**src/rtl/ps2_rx_io.sv**
```systemverilog
// PS/2 keyboard receiver on the io bus.
// Deserialises frames into a byte FIFO behind DATA/STATUS/CTRL registers.
module ps2_rx_io #(
  parameter logic [31:0] BASE_ADDR      = 32'h0000_1000,
  parameter int          FIFO_DEPTH     = 8,
  parameter int          TIMEOUT_CYCLES = 5000
) (
  input  logic        clock,
  input  logic        reset,
  input  logic        ps2_clk,
  input  logic        ps2_data,
  input  logic [31:0] addr,
  input  logic        wEn,
  input  logic        rEn,
  input  logic [31:0] dataIn,
  output logic [31:0] dataOut,
  output logic        irq
);

  localparam int AW = $clog2(FIFO_DEPTH);
  localparam int TW = $clog2(TIMEOUT_CYCLES);

  localparam logic [1:0] S_IDLE = 2'd0;
  localparam logic [1:0] S_DATA = 2'd1;
  localparam logic [1:0] S_PAR  = 2'd2;
  localparam logic [1:0] S_STOP = 2'd3;

  logic [1:0]    ck_sync;
  logic [1:0]    dt_sync;
  logic          ck_d;
  logic          fe;
  logic          din;

  logic [1:0]    state;
  logic [7:0]    shreg;
  logic [2:0]    bitcnt;
  logic          par_bit;
  logic [TW-1:0] tcnt;
  logic          timeout;
  logic          stop_ev;
  logic          par_ok;
  logic          push;

  logic          enable;
  logic          irq_en;
  logic          ovf;
  logic          perr;
  logic          ferr;

  logic [7:0]    mem [FIFO_DEPTH];
  logic [AW-1:0] head;
  logic [AW-1:0] tail;
  logic [AW:0]   count;
  logic          empty;
  logic          full;
  logic          pop;
  logic          push_ok;
  logic          flush;
  logic          ovf_set;

  logic          sel;
  logic [1:0]    off;
  logic          wr_stat;
  logic          wr_ctrl;
  logic [3:0]    cnt4;
  logic [7:0]    rd_byte;
  logic          unused;

  assign unused = ^{addr[1:0], dataIn[31:5]};

  // Two-flop synchronisers plus a delayed copy for edge detection.
  always_ff @(posedge clock or negedge reset) begin
    if (!reset) begin
      ck_sync <= 2'b11;
      dt_sync <= 2'b11;
      ck_d    <= 1'b1;
    end else begin
      ck_sync <= {ck_sync[0], ps2_clk};
      dt_sync <= {dt_sync[0], ps2_data};
      ck_d    <= ck_sync[1];
    end
  end

  assign fe  = ck_d & ~ck_sync[1];
  assign din = dt_sync[1];

  assign timeout = enable & ~fe & (state != S_IDLE)
                 & (tcnt == TW'(TIMEOUT_CYCLES - 1));
  assign stop_ev = enable & fe & (state == S_STOP);
  assign par_ok  = ^{shreg, par_bit};
  assign push    = stop_ev & par_ok & din;

  // Frame receiver, advanced on synced ps2_clk falling edges.
  always_ff @(posedge clock or negedge reset) begin
    if (!reset) begin
      state   <= S_IDLE;
      shreg   <= '0;
      bitcnt  <= '0;
      par_bit <= 1'b0;
      tcnt    <= '0;
    end else if (!enable) begin
      state <= S_IDLE;
      tcnt  <= '0;
    end else if (fe) begin
      tcnt <= '0;
      case (state)
        S_IDLE: begin
          if (!din) begin
            state  <= S_DATA;
            bitcnt <= '0;
          end
        end
        S_DATA: begin
          shreg  <= {din, shreg[7:1]};
          bitcnt <= bitcnt + 3'd1;
          if (bitcnt == 3'd7) state <= S_PAR;
        end
        S_PAR: begin
          par_bit <= din;
          state   <= S_STOP;
        end
        default: state <= S_IDLE;
      endcase
    end else if (state == S_IDLE || timeout) begin
      state <= S_IDLE;
      tcnt  <= '0;
    end else begin
      tcnt <= tcnt + TW'(1);
    end
  end

  assign sel     = addr[31:4] == BASE_ADDR[31:4];
  assign off     = addr[3:2];
  assign wr_stat = sel & wEn & (off == 2'd1);
  assign wr_ctrl = sel & wEn & (off == 2'd2);
  assign flush   = wr_ctrl & dataIn[2];

  assign empty   = count == '0;
  assign full    = count == (AW+1)'(FIFO_DEPTH);
  assign pop     = sel & rEn & (off == 2'd0) & ~empty & ~flush;
  assign push_ok = push & (~full | pop) & ~flush;
  assign ovf_set = push & full & ~pop & ~flush;

  // Byte storage, written at the tail.
  always_ff @(posedge clock) begin
    if (push_ok) mem[tail] <= shreg;
  end

  // FIFO pointers and occupancy; flush overrides everything.
  always_ff @(posedge clock or negedge reset) begin
    if (!reset) begin
      head  <= '0;
      tail  <= '0;
      count <= '0;
    end else if (flush) begin
      head  <= '0;
      tail  <= '0;
      count <= '0;
    end else begin
      if (push_ok) tail <= tail + AW'(1);
      if (pop) head <= head + AW'(1);
      if (push_ok && !pop) count <= count + (AW+1)'(1);
      else if (pop && !push_ok) count <= count - (AW+1)'(1);
    end
  end

  // Control bits and sticky flags; a set event beats a W1C.
  always_ff @(posedge clock or negedge reset) begin
    if (!reset) begin
      enable <= 1'b1;
      irq_en <= 1'b0;
      ovf    <= 1'b0;
      perr   <= 1'b0;
      ferr   <= 1'b0;
    end else begin
      if (wr_ctrl) begin
        enable <= dataIn[0];
        irq_en <= dataIn[1];
      end
      ovf  <= ovf_set | (ovf & ~(wr_stat & dataIn[2]));
      perr <= (stop_ev & ~par_ok)
            | (perr & ~(wr_stat & dataIn[3]));
      ferr <= (stop_ev & par_ok & ~din) | timeout
            | (ferr & ~(wr_stat & dataIn[4]));
    end
  end

  // Level interrupt, registered from the current flag state.
  always_ff @(posedge clock or negedge reset) begin
    if (!reset) irq <= 1'b0;
    else irq <= irq_en & (~empty | ovf | perr | ferr);
  end

  assign cnt4    = 4'(count);
  assign rd_byte = empty ? 8'h00 : mem[head];

  // Combinational register read mux.
  always_comb begin
    dataOut = '0;
    if (sel) begin
      case (off)
        2'd0: dataOut = {24'b0, rd_byte};
        2'd1: dataOut = {20'b0, cnt4, 3'b0,
                         ferr, perr, ovf, full, ~empty};
        2'd2: dataOut = {30'b0, irq_en, enable};
        default: dataOut = '0;
      endcase
    end
  end

endmodule

```
**config.mk**
```make
export PLATFORM = sky130hd
export DESIGN_NAME = ps2_rx_io
export DESIGN_NICKNAME = d
export VERILOG_FILES = /design/src/rtl/ps2_rx_io.sv
export SDC_FILE = /design/constraint.sdc
export NUM_CORES = 1
export LEC_CHECK = 0
export CAP_MARGIN = 30
export CORE_MARGIN = 5
export CORE_UTILIZATION = 52
export DETAILED_ROUTE_END_ITERATION = 12
export PLACE_DENSITY = 0.8
export SYNTH_ARGS = -nofsm -noshare
export SYNTH_HDL_FRONTEND = slang
export SYNTH_SLANG_ARGS = --single-unit
```
**constraint.sdc**
```tcl
create_clock -name clock -period 3.3 [get_ports clock]
set_input_delay 0.495 -clock clock [delete_from_list [all_inputs] [get_ports clock]]
set_output_delay 0.495 -clock clock [all_outputs]
set_load 0.05 [all_outputs]
```
==> Yosys cells after proc, flatten, opt, wreduce, memory -nomap -nowiden <==
Memory sizes are Yosys's and may differ from the RTL's.
Cells that the tools add are included.
W data, S select, Z words.
{ "totals": {"register_bits": 48, "mem_bits_rw": 64, "in_bits": 70, "output_inout_bits": 33, "word_cells": 127, "memories": 1} }
{ "classes": {"add_sub_neg": 6, "n_eq_ne": 13, "muxes": 23, "n_bitwise": 49, "n_reduce_logical": 18} }
{ "memory_table": {"columns": ["memory", "words", "width", "rd", "rd_ports_with_merged_regs", "wr", "line_no", "source"], "rows": [
  ["mem", 8, 8, 1, 0, 1, "50", "logic [7:0] mem [FIFO_DEPTH];"]
]} }
{ "ops": {"columns": ["op", "n"], "rows": [
  ["$mux W13", 3],
  ["$pmux W12 S3", 1],
  ["$mux W32", 1],
  ["$and A1 B1 Y1", 30],
  ["$eq A28 B9 Y1 const B", 1],
  ["$mux W3", 5],
  ["$add A13 B1 Y13 const B", 1],
  ["$eq A13 B13 Y1 const B", 1],
  ["$mux W4", 3],
  ["$not A1 Y1", 11],
  ["$mux W2", 5],
  ["$add A3 B1 Y3 const B", 3],
  ["$reduce_and A3 Y1", 3],
  ["$reduce_xor A9 Y1", 1],
  ["$mux W8", 1],
  ["$ne A4 B4 Y1 const B", 2],
  ["$or A1 B1 Y1", 8],
  ["$reduce_bool A2 Y1", 4],
  ["$eq A2 B2 Y1 const B", 3],
  ["$pmux W2 S3", 1],
  ["$pmux W3 S2", 1],
  ["$add A4 B1 Y4 const B", 1],
  ["$eq A2 B1 Y1 const B", 2],
  ["$eq A4 B4 Y1 const B", 1],
  ["other kinds (12)", 16]
]} }

==> Longest topological paths before layout <==
Gate-level depths: netlist of the first run.
{ "depth": {"ltp_word": 14, "mapped_depth": 11, "depth_no_buf": 10} }

==> Least setup slack after synthesis of the first run <==
OpenSTA, ideal clock, no wires.
{ "synth_path": {"path_kind": "reg2reg", "start": "register shreg[1]", "end": "register count[3], in the netlist cnt4[3]", "setup_time_ns": 0.066, "t_arrival_ns": 2.978, "t_required_ns": 3.234, "slack_ns": 0.256, "path_stages_with_launch": 11, "n_path_buf": 0, "synth_period_minus_slack_ns": 3.044, "path_cell_list": "dfrtp_1 -> xor2_1 -> xnor3_1 -> mux2i_2 -> nand4_1 -> ha_1 -> a21o_2 -> a21o_1 -> or3_4 -> a211o_1 -> nand2_1"} }
{ "synth_via": {"elab_chain_cells": 8, "word_cells_on_any_way": 11, "cone_classes": "mux (2); bitwise (4); reduce/logical (5)"} }
{ "synth_rtl": {"columns": ["element", "line_no", "source"], "rows": [
  ["start: declaration", "35", "logic [7:0] shreg;"],
  ["start signal: assignment", "114", "shreg <= {din, shreg[7:1]};"],
  ["$reduce_xor A9 Y1 *", "90", "assign par_ok = ^{shreg, par_bit};"],
  ["$and A1 B1 Y1 * (2 in a row)", "91", "assign push = stop_ev & par_ok & din;"],
  ["$and A1 B1 Y1 * (2 in a row)", "141", "assign push_ok = push & (~full | pop) & ~flush;"],
  ["$logic_and A1 B1 Y1 / $logic_not A1 Y1 (equally long branches)", "162, 163", null],
  ["$mux W4 / $logic_and A1 B1 Y1 (equally long branches)", "162, 163", null],
  ["$mux W4 / $reduce_bool A3 Y1 (equally long branches)", null, null],
  ["end signal: assignment", "162", "if (push_ok && !pop) count <= count + (AW+1)'(1);"],
  ["end signal: assignment", "163", "else if (pop && !push_ok) count <= count - (AW+1)'(1);"],
  ["end: declaration", "53", "logic [AW:0] count;"]
]} }
Mark *: on every way between the ends. The rest lies on a longest branch, timed or not.
A chain may end at the register's enable or synchronous reset.

==> Worst setup path after layout of the first run <==
{ "layout_path": {"start": "register shreg[4]", "end": "register count[3], in the netlist cnt4[3]"} }
The elaborated chain is that of the path after synthesis.

==> metrics.md, run 1 <==
| Metric | Value |
|---|---|
| All-Layer GR Usage | `0.188` |
| HP Class | `reg -> reg` |
| Routed vias | `~3300` |
| CP Capture Type | `register` |
| Core Box Area | `between 9000 and 10000 um2` |
| Post-CTS Setup Bufs | `0` |
| Area share of the largest cell type after synthesis | `0.368` |
| Hold WS | `between 0.3 and 0.4 ns` |
| P_leak | `between 2 and 3 nW` |
| Worst slew pin tran | `between 0.5 and 0.6 ns` |
| Number of iterations in the first detailed-routing pass | `4` |
| Top-level I/O count | `between 100 and 150` |
| Vias per cell | `roughly 5.6` |
| Max-cap violations | `0` |
| Final period util | `0.951` |
| Slew margin rel. | `0.626` |
| Full die area | `between 10000 and 15000 um2` |
| Final nets | `roughly 540` |
| Antenna violations before repair | `0` |
| Clock Tree Root | `clkbuf_8` |
| PD cells | `~380 nW/um2` |
| Worst hold path depth | `0` |
| Total CTS buffers | `9` |
| Commonest cells in the synthesized netlist | `edfxtp_1 (64), dfrtp_1 (42), nor2_1 (41)` |
| Yosys warnings | `0` |
| DIE WIDTH | `around 110 um` |
| Initial core utilization | `0.534` |
| H-tree depth | `3` |
| Post-DRT Antenna Nets | `0` |
| Slew Limit Fails | `0` |
| Final wirelength | `10600 um` |
| CTS tree | `yes` |
| Clock skew | `0.0129 ns` |
| Async S/R FF share, synth | `0.429` |
| HPWL after DPL | `between 7000 and 8000 um` |
| Peak supply drop | `around 0.25 mV` |
| Startpoint Class | `register` |
| Avg Inst Size Synth | `13.7 um2` |
| Placed insts | `between 500 and 600` |
| CTS sink cnt | `roughly 110` |
| Mapped Cells | `380` |
| Register area share after synthesis | `0.600` |
| Fin crit period | `3.14 ns` |
| Count leader, synth | `edfxtp_1` |
| #FFs+latches synth | `112` |
| Layout area overhead | `21.2%` |
| Fillers | `just over 700` |
| Synth Area in Adders | `0.0326` |
| DRC Markers | `0` |
| Synth Area in Simple Gates | `0.124` |
| Antenna diodes | `0` |
| Avg WL per Cell | `around 18 um` |
| Placer congestion estimate | `slightly below 0.8` |
| Status | `finished, final reports clean` |
| GRT Residual Overflow | `0` |
| Cell row count | `36` |
| Worst EP required | `about 3.6 ns` |
| Fmax | `roughly 320 MHz` |
| Final hold violations | `0` |
| Switching Fraction | `0.231` |
| Final setup vio count | `0` |
| Switching Power | `0.556 mW` |
| Number of synthesized flops with an enable pin | `64` |
| Worst-skew pair later-pin latency | `around 0.38 ns` |
| Post-Syn Area | `between 5000 and 6000 um2` |
| First-pass GRT wire length | `between 15000 and 20000 um` |
| R2R depth | `10` |
| Vias in the first global route | `~3300` |
| Largest net degree at the start of global routing | `37` |
| Part of the power in registers | `0.613` |
| Netlist cell types | `53` |
| Kind of critical path | `reg -> reg` |
| Die height | `approximately 110 um` |
| Compound-Gate Fraction of Synth Area | `0.0424` |
| Worst EP arrival | `approximately 3.5 ns` |
| Starting DRT DRC Count | `roughly 160` |
| Leading area contributor after synthesis | `edfxtp_1` |
| Internal Power | `about 1.8 mW` |
| Combinational fraction of design power | `0.053` |
| PortBufs | `53` |
| Synth top area cells | `edfxtp_1 (37%), dfrtp_1 (20%), mux4_2 (6.9%), dfstp_2 (3.0%), nor2_1 (2.9%)` |
| Layout Cells excl Fill | `597` |
| Share of layout cells above drive strength 1 | `0.211` |
| Clk slew on worst S/H paths | `0.11 ns` |
| Clock tree buffer depth | `2` |
| Clk pwr share | `0.334` |
| Largest family of logic cells by synthesized area | `simple AND/OR/NAND/NOR gates` |
| RSZ-0062 raised after global routing | `no` |
| Worst-path fanout max | `11` |
| Most used DFF post-synth | `edfxtp_1` |
| Xor/xnor share of the synthesized area | `0.0422` |
| Post-synthesis mux area share | `0.115` |
-- stage by stage --
step	util	power, mW	worst slack, ns	cell area (um2)	TNS [ns]
after CTS	0.647	2.41	0.0487	6320	0
final	0.647	2.40	0.162	6330	0
after global routing	0.647	2.49	0.00468	6330	0
after floorplan	-	1.58	0.256	5290	0
after detailed placement	0.626	1.63	-0.0967	6120	-0.0967
after global placement	0.624	1.63	-0.0237	6100	-0.0237
-- layer usage --
layer | vias up | GRT usage | share of wire
li1 | 1520 | - | -
met2 | 126 | 0.324 | 0.51
met5 | - | 0 | 0
met1 | 1648 | 0.229 | 0.38
met4 | 0 | 0.0809 | 0.024
met3 | 21 | 0.0402 | 0.079
-- kinds of logic (layout without fill, tap and decap cells) --
family | after synthesis | count (layout)
AOI/OAI and AO/OA | 32 | 32
xor gates and xnor gates | 22 | 22
adders and majority gates | 13 | 13
buffers and inverters | 40 | 105
DFF | 112 | 112
muxes | 38 | 38
other | 1 | 20
and+or+nand+nor | 122 | 122
-- timing repair --
action | 4_1_cts | 5_1_grt
setup endpoints to repair | 0 | 2
endpoints found under the hold margin | 8 | 0
resized for setup | 0 | 1
hold buffers | 1 | 0
-- registers in the layout (all words and copies together) (netlist names), 2 cells and up --
name	cells
bitcnt	3
ck_sync	2
cnt4	4
dt_sync	2
head	3
mem	64
shreg	8
state	2
tail	3
tcnt	13
-- cell usage in the layout (no fill, tap or decap), types with 2 or more instances in the layout --
| cell type | synthesis | routed |
|---|---|---|
| ha_1 | 12 | 12 |
| nor2b_1 | 4 | 4 |
| nand4_1 | 7 | 7 |
| clkdlybuf4s50_1 | 0 | 40 |
| dfrtp_1 | 42 | 41 |
| o21ai_0 | 9 | 9 |
| xnor2_1 | 9 | 9 |
| o31ai_1 | 2 | 2 |
| buf_12 | 0 | 13 |
| buf_4 | 20 | 25 |
| clkbuf_8 | 0 | 9 |
| conb_1 | 1 | 20 |
| a21oi_1 | 6 | 6 |
| mux4_2 | 16 | 16 |
| and3b_1 | 5 | 5 |
| xor2_1 | 11 | 11 |
| nor4b_1 | 2 | 2 |
| dfstp_2 | 6 | 6 |
| nor2_1 | 41 | 41 |
| a32o_1 | 5 | 5 |
| clkinvlp_4 | 0 | 3 |
| and3_1 | 6 | 6 |
| or3_1 | 5 | 5 |
| inv_6 | 0 | 2 |
| mux2i_1 | 10 | 10 |
| inv_1 | 9 | 9 |
| nor4_1 | 7 | 7 |
| nand2_1 | 19 | 19 |
| a22oi_1 | 2 | 2 |
| nor3b_1 | 2 | 2 |
| edfxtp_1 | 64 | 64 |
| mux2_2 | 11 | 11 |
| xnor3_1 | 2 | 2 |
| nor3_1 | 5 | 5 |
| nand3_1 | 9 | 9 |
-- critical path, cell delays in order, from the launching register on --
cell and delay, ns:
dfrtp_1 0.51, xor2_1 0.19, xnor3_1 0.50, mux2i_2 0.31
nand4_1 0.19, ha_1 0.30, a21o_2 0.20, a21o_1 0.19
or3_4 0.33, a211o_1 0.30, nand2_1 0.06
-- layout make-up --
class,count,area [um2],area share
Inverter,9,33.8,0.00534
Clock inverter,6,48.8,0.00771
Clock buffer,10,149,0.0235
Multi-Input combinational cell,247,1930,0.306
Tap cell,133,166,0.0263
Sequential cell,112,3130,0.495
Timing Repair Buffer,80,863,0.136
-- power groups by stage --
stage / Sequential [mW] / Combinational (mW) / Clock, mW
floorplan: 1.50 / 0.0749 / 0
global placement: 1.50 / 0.121 / 0
detailed placement: 1.51 / 0.126 / 0
CTS: 1.48 / 0.127 / 0.812
global route: 1.48 / 0.135 / 0.878
finish: 1.48 / 0.127 / 0.803
-- path summary, 6_finish.rpt --
check                           start    endpoint  slack [ns]
max                          shreg[4]     cnt4[3]        0.16
min                        dt_sync[0]  dt_sync[1]        0.36
max reg2reg                  shreg[4]     cnt4[3]        0.16
min reg2reg                dt_sync[0]  dt_sync[1]        0.36
max in group asynchronous       reset  dt_sync[1]        2.21
min in group asynchronous       reset     tcnt[1]        0.53
(Power assumes the default switching activity.)
==> run 2, diff against run 1 <==
--- a/config.mk
+++ b/config.mk
@@ -7,9 +7,9 @@
 export LEC_CHECK = 0
 export CAP_MARGIN = 30
 export CORE_MARGIN = 5
-export CORE_UTILIZATION = 52
+export CORE_UTILIZATION = 47
 export DETAILED_ROUTE_END_ITERATION = 12
-export PLACE_DENSITY = 0.8
+export PLACE_DENSITY = 0.77
 export SYNTH_ARGS = -nofsm -noshare
 export SYNTH_HDL_FRONTEND = slang
 export SYNTH_SLANG_ARGS = --single-unit
==> constraint.sdc (replaced) <==
create_clock -name clock -period 2.7 [get_ports clock]
set_input_delay 0.405 -clock clock [delete_from_list [all_inputs] [get_ports clock]]
set_output_delay 0.405 -clock clock [all_outputs]
set_load 0.05 [all_outputs]
==> run 2 against run 1 <==
Non-clock buffer count increased by 39. Largest cell class unchanged. Via count increased by 4.0%. Sequential share of layout area decreased by 4.7 points. First-iteration DRC count increased by 20%. Combinational power increased by 28%. Largest power group unchanged. Global-route usage decreased by 1.6 points. Utilization decreased by 0.20 points. The flow now finishes with violations (negative setup slack). Clock skew increased by 0.0024 ns. Critical path type unchanged.
==> metrics.md, run 2 (synthesis results as in run 1) <==
| Metric | Value |
|---|---|
| Design Power | `approximately 3 mW` |
| Worst path max stage delay | `approximately 0.47 ns` |
| Largest Register | `mem` |
| Final hold violations | `0` |
| Fin util | `0.645` |
| Final period util | `1.04` |
| Vias in the first global route | `around 3500` |
| DRC Markers | `0` |
| Layout area overhead | `34.0%` |
| P_leak | `~2.9 nW` |
| Fin crit period | `2.81 ns` |
| Worst EP required | `between 3 and 4 ns` |
| Worst setup margin | `-0.106 ns` |
| PD cells | `428 nW/um2` |
| H-tree depth | `3` |
| PortBufs | `53` |
| Kind of critical path | `reg -> reg` |
| Vias per cell | `5.36` |
| Core Box Area | `roughly 11000 um2` |
| Number of iterations in the first detailed-routing pass | `4` |
| Full die area | `around 13000 um2` |
| Total CTS buffers | `9` |
| Max FFs per register | `64` |
| Final setup vio count | `3` |
| CTS tree | `yes` |
| HP Class | `in -> async` |
| HPWL after DPL | `8020 um` |
| First-pass GRT wire length | `approximately 18000 um` |
| Antenna diodes | `0` |
| Crit-path cells | `xor2_1 -> xnor3_2 -> mux2i_4 -> nand4_1 -> ha_1 -> a21o_2 -> a21o_1 -> or3_4 -> a211o_1 -> nand2_1` |
| Worst slew pin tran | `0.881 ns` |
| Worst-path fanout max | `2` |
| Status | `finished with violations` |
| Worst-skew pair later-pin latency | `~0.38 ns` |
| Starting DRT DRC Count | `~200` |
| Max-cap violations | `0` |
| Most frequent cells in the layout | `edfxtp_1 (64), buf_4 (54), dfrtp_1 (41)` |
| CP Capture Type | `register` |
| Most common cell after layout, fill and taps aside | `edfxtp_1` |
| All-Layer GR Usage | `0.171` |
| Startpoint Class | `register` |
| Failing checks | `negative setup slack` |
| Die height | `approximately 120 um` |
| Antenna violations before repair | `0` |
| Final nets | `roughly 580` |
| Worst EP arrival | `3.14 ns` |
| Clk slew on worst S/H paths | `around 0.11 ns` |
| Slew margin rel. | `0.413` |
| Avg WL per Cell | `~18 um` |
| Slew Limit Fails | `0` |
| Largest net degree at the start of global routing | `slightly below 50` |
| DIE WIDTH | `115 um` |
| CTS sink cnt | `112` |
| Clock skew | `between 0.015 and 0.02 ns` |
| Clock Tree Root | `clkbuf_8` |
| Post-DRT Antenna Nets | `0` |
| Final wirelength | `11400 um` |
| Cell row count | `38` |
| GRT Residual Overflow | `0` |
| Placer congestion estimate | `approximately 0.9` |
| Peak supply drop | `approximately 0.27 mV` |
| Slowest-stage cell, CP | `xnor3_2` |
| Initial core utilization | `0.482` |
| Top-level I/O count | `103` |
| Routed vias | `3449` |
| Clock tree buffer depth | `2` |
| Pre-CTS setup slack | `-0.546 ns` |
| Fmax | `between 300 and 400 MHz` |
| Share of layout cells above drive strength 1 | `0.352` |
| Top flop regs | `mem: 64 flops, tcnt: 13 flops, shreg: 8 flops` |
| RSZ-0062 raised after global routing | `yes` |
[run 2: area by class of cell]
class / count / area, um2
Multi-Input combinational cell: 247 / 2200
Clock buffer: 10 / 138
Fill cell: 742 / 3850
Sequential cell: 112 / 3130
Tap cell: 140 / 175
Timing Repair Buffer: 119 / 1250
Inverter: 9 / 33.8
Clock inverter: 6 / 66.3
[run 2: final timing paths]
path,startpoint,endpoint,slack [ns],cells after the start
max in group asynchronous,reset,head[0],2.17,2
hold / removal,reset,perr,0.11,2
min in group clock,dt_sync[0],dt_sync[1],0.36,0
setup / recovery,shreg[4],cnt4[3],-0.11,10
setup reg to reg,shreg[4],cnt4[3],-0.11,10
hold reg to reg,dt_sync[0],dt_sync[1],0.36,0
[run 2: per-layer routing]
layer / share of wire / track usage
met5: 0 / 0
met1: 0.39 / 0.208
met4: 0.0082 / 0.0642
met2: 0.53 / 0.296
met3: 0.071 / 0.0421
[run 2: critical path: cells and delay by family, from the launching register on]
family | cells | cell delay, ns
xor+xnor | 2 | 0.64
compound gates | 3 | 0.60
simple gates | 3 | 0.54
flops | 1 | 0.40
fa+ha+maj | 1 | 0.30
mux | 1 | 0.29
[run 2: repair_timing]
| item | CTS | global route |
|---|---|---|
| hold buffers | 0 | 0 |
| endpoints found under the setup margin | 9 | 66 |
| gates resized for setup | 7 | 57 |
| setup buffers | 3 | 13 |
| pin swaps | 1 | 20 |
[run 2: through the flow]
stage	setup TNS (ns)	instances	hold slack (ns)	cell area (um2)
floorplan	-0.180	399	0.109	5310
global placement	-12.38	613	0.347	6400
detailed placement	-18.33	613	0.348	6400
CTS	-0.154	632	0.124	6670
global route	-0.728	643	0.145	6990
finish	-0.139	643	0.109	6990
[run 2: where the power goes]
part           internal [mW]  total [mW]  switching, mW
Clock                  0.460        1.03          0.566
Sequential              1.80        1.80        0.00351
Combinational         0.0619       0.162          0.100
==> run 3, diff against run 2 <==
--- a/config.mk
+++ b/config.mk
@@ -9,7 +9,7 @@
 export CORE_MARGIN = 5
 export CORE_UTILIZATION = 47
 export DETAILED_ROUTE_END_ITERATION = 12
-export PLACE_DENSITY = 0.77
+export PLACE_DENSITY = 0.86
 export SYNTH_ARGS = -nofsm -noshare
 export SYNTH_HDL_FRONTEND = slang
 export SYNTH_SLANG_ARGS = --single-unit
==> run 3 against run 2 <==
The flow still finishes with violations (negative setup slack). Fmax increased by 0.96%. Cell count shrank 0.93%. Register-to-register slack gained 0.03 ns. Setup slack improved by 0.027 ns. Critical path depth did not move. Global-route usage increased by 0.99 points. Hold slack gained 0.25 ns. Die area stayed put.
==> metrics.md, run 3 (synthesis results as in run 1) <==
| Metric | Value |
|---|---|
| Slowest-stage cell, CP | `xnor3_1` |
| Worst hold start | `ck_sync[0]` |
| Vias in the first global route | `around 3600` |
| Largest Register | `mem` |
| Share of layout cells above drive strength 1 | `0.324` |
| Routed vias | `3546` |
| Final hold violations | `0` |
| Worst EP arrival | `~3.1 ns` |
| Largest net degree at the start of global routing | `31` |
| Sum Neg Setup Slack | `-0.123 ns` |
| Max-cap violations | `0` |
| Starting DRT DRC Count | `218` |
| Worst EP required | `3.02 ns` |
| PD cells | `roughly 420 nW/um2` |
| Top flop regs | `mem: 64 flops, tcnt: 13 flops, shreg: 8 flops` |
| Slew Limit Fails | `0` |
| Slew margin rel. | `0.601` |
| Worst setup margin | `-0.0797 ns` |
| CTS sink cnt | `approximately 110` |
| Bufs and invs on worst path | `0` |
| Top-level I/O count | `approximately 100` |
| Met1 usage | `0.216` |
| HPWL after DPL | `roughly 8400 um` |
| Register area | `approximately 3100 um2` |
| Core Box Area | `approximately 11000 um2` |
| Antenna diodes | `0` |
| Clock Tree Root | `clkbuf_8` |
| Failing checks | `negative setup slack` |
| Avg WL per Cell | `18.3 um` |
| Post-DRT Antenna Nets | `0` |
| H-tree depth | `3` |
| Design Power | `2.87 mW` |
| Full die area | `13300 um2` |
| Fmax | `roughly 360 MHz` |
| M3 GR Usage | `0.0421` |
| Gr busiest metal | `met2` |
| Final nets | `575` |
| Number of iterations in the first detailed-routing pass | `7` |
| Antenna violations before repair | `0` |
| Clock skew | `0.0101 ns` |
| Hold WS | `0.360 ns` |
| Layout Cells excl Fill | `roughly 640` |
| Peak supply drop | `0.237 mV` |
| Die height | `about 120 um` |
| GR Layer Usage met2 | `0.317` |
| Clk slew on worst S/H paths | `approximately 0.1 ns` |
| Placed inst area | `6420 um2` |
| Crit-path cells | `xnor3_1 -> nand4b_1 -> mux2i_4 -> nand4_1 -> ha_1 -> a21o_2 -> a21o_1 -> or3_4 -> a211o_1 -> nand2_1` |
| All-Layer GR Usage | `0.181` |
| Fillers | `roughly 760` |
| P_leak | `2.82 nW` |
| Fin crit period | `2.78 ns` |
| Final period util | `1.03` |
| CP Capture Type | `register` |
| Kind of critical path | `reg -> reg` |
| CP top delay family | `simple AND/OR/NAND/NOR gates` |
| Placed insts | `615` |
| Vias per cell | `approximately 5.6` |
| Final wirelength | `about 12000 um` |
| Finished Cell Area | `roughly 6900 um2` |
| Clock tree buffer depth | `2` |
| Area of the multi-input gates | `2130 um2` |
| CTS tree | `yes` |
| Critical path origin | `shreg[2]` |
| Cell row count | `38` |
| Worst r2r src | `shreg[2]` |
| Startpoint Class | `register` |
| Fin util | `0.633` |
| Status | `finished with violations` |
| Worst slew pin tran | `about 0.60 ns` |
| Initial core utilization | `0.482` |
| First-pass GRT wire length | `roughly 18000 um` |
| Layout area overhead | `31.4%` |
| Pre-CTS setup slack | `-0.470 ns` |
| GRT Residual Overflow | `0` |
| Most common cell after layout, fill and taps aside | `edfxtp_1` |
| DIE WIDTH | `approximately 120 um` |
| Worst path max stage delay | `between 0.4 and 0.5 ns` |
| Worst-path fanout max | `3` |
| HP Class | `reg -> reg` |
| DRC Markers | `0` |
| RSZ-0062 raised after global routing | `yes` |
| Total CTS buffers | `9` |
| Most frequent cells in the layout | `edfxtp_1 (64), buf_4 (46), dfrtp_1 (40)` |
| Placer congestion estimate | `around 0.94` |
| Worst-skew pair later-pin latency | `0.38 ns` |
| PortBufs | `53` |
| Final setup vio count | `2` |
| Max FFs per register | `64` |
run 3: final cells by class:
type,instances,share of cell area
clock buffer,11,0.0192
clock inverter,5,0.00602
inverter,9,0.00493
multi-input combinational,247,0.311
sequential,112,0.457
tap,140,0.0255
timing repair buffer,113,0.177
run 3: power breakdown:
part           switching, mW  leakage (nW)  internal, mW  total (mW)
Combinational          0.100          1.36        0.0641       0.164
Clock                  0.557        0.0858         0.347       0.903
Sequential           0.00276          1.38          1.80        1.80
Total                  0.660          2.82          2.21        2.87
run 3: timing repair:
action	CTS	global route
endpoints found under the setup margin	9	69
setup buffers	5	1
pin swaps	4	8
hold buffers	1	0
resized for setup	11	41
endpoints found under the hold margin	14	0
run 3: path summary, 6_finish.rpt:
| path | endpoint | slack [ns] | cells after the start |
|---|---|---|---|
| worst max-delay path | cnt4[3] | -0.08 | 10 |
| worst min-delay path | ck_sync[1] | 0.36 | 0 |
| worst max register to register | cnt4[3] | -0.08 | 10 |
| worst min register to register | ck_sync[1] | 0.36 | 0 |
| max in group asynchronous | ck_d | 1.63 | 3 |
| min in group asynchronous | state[1] | 0.50 | 2 |
run 3: layer usage:
| metal | share of wire | vias to the layer above |
|---|---|---|
| met5 | 0 | - |
| met2 | 0.51 | 183 |
| met1 | 0.37 | 1741 |
| met4 | 0.028 | 0 |
| li1 | - | 1589 |
| met3 | 0.089 | 33 |
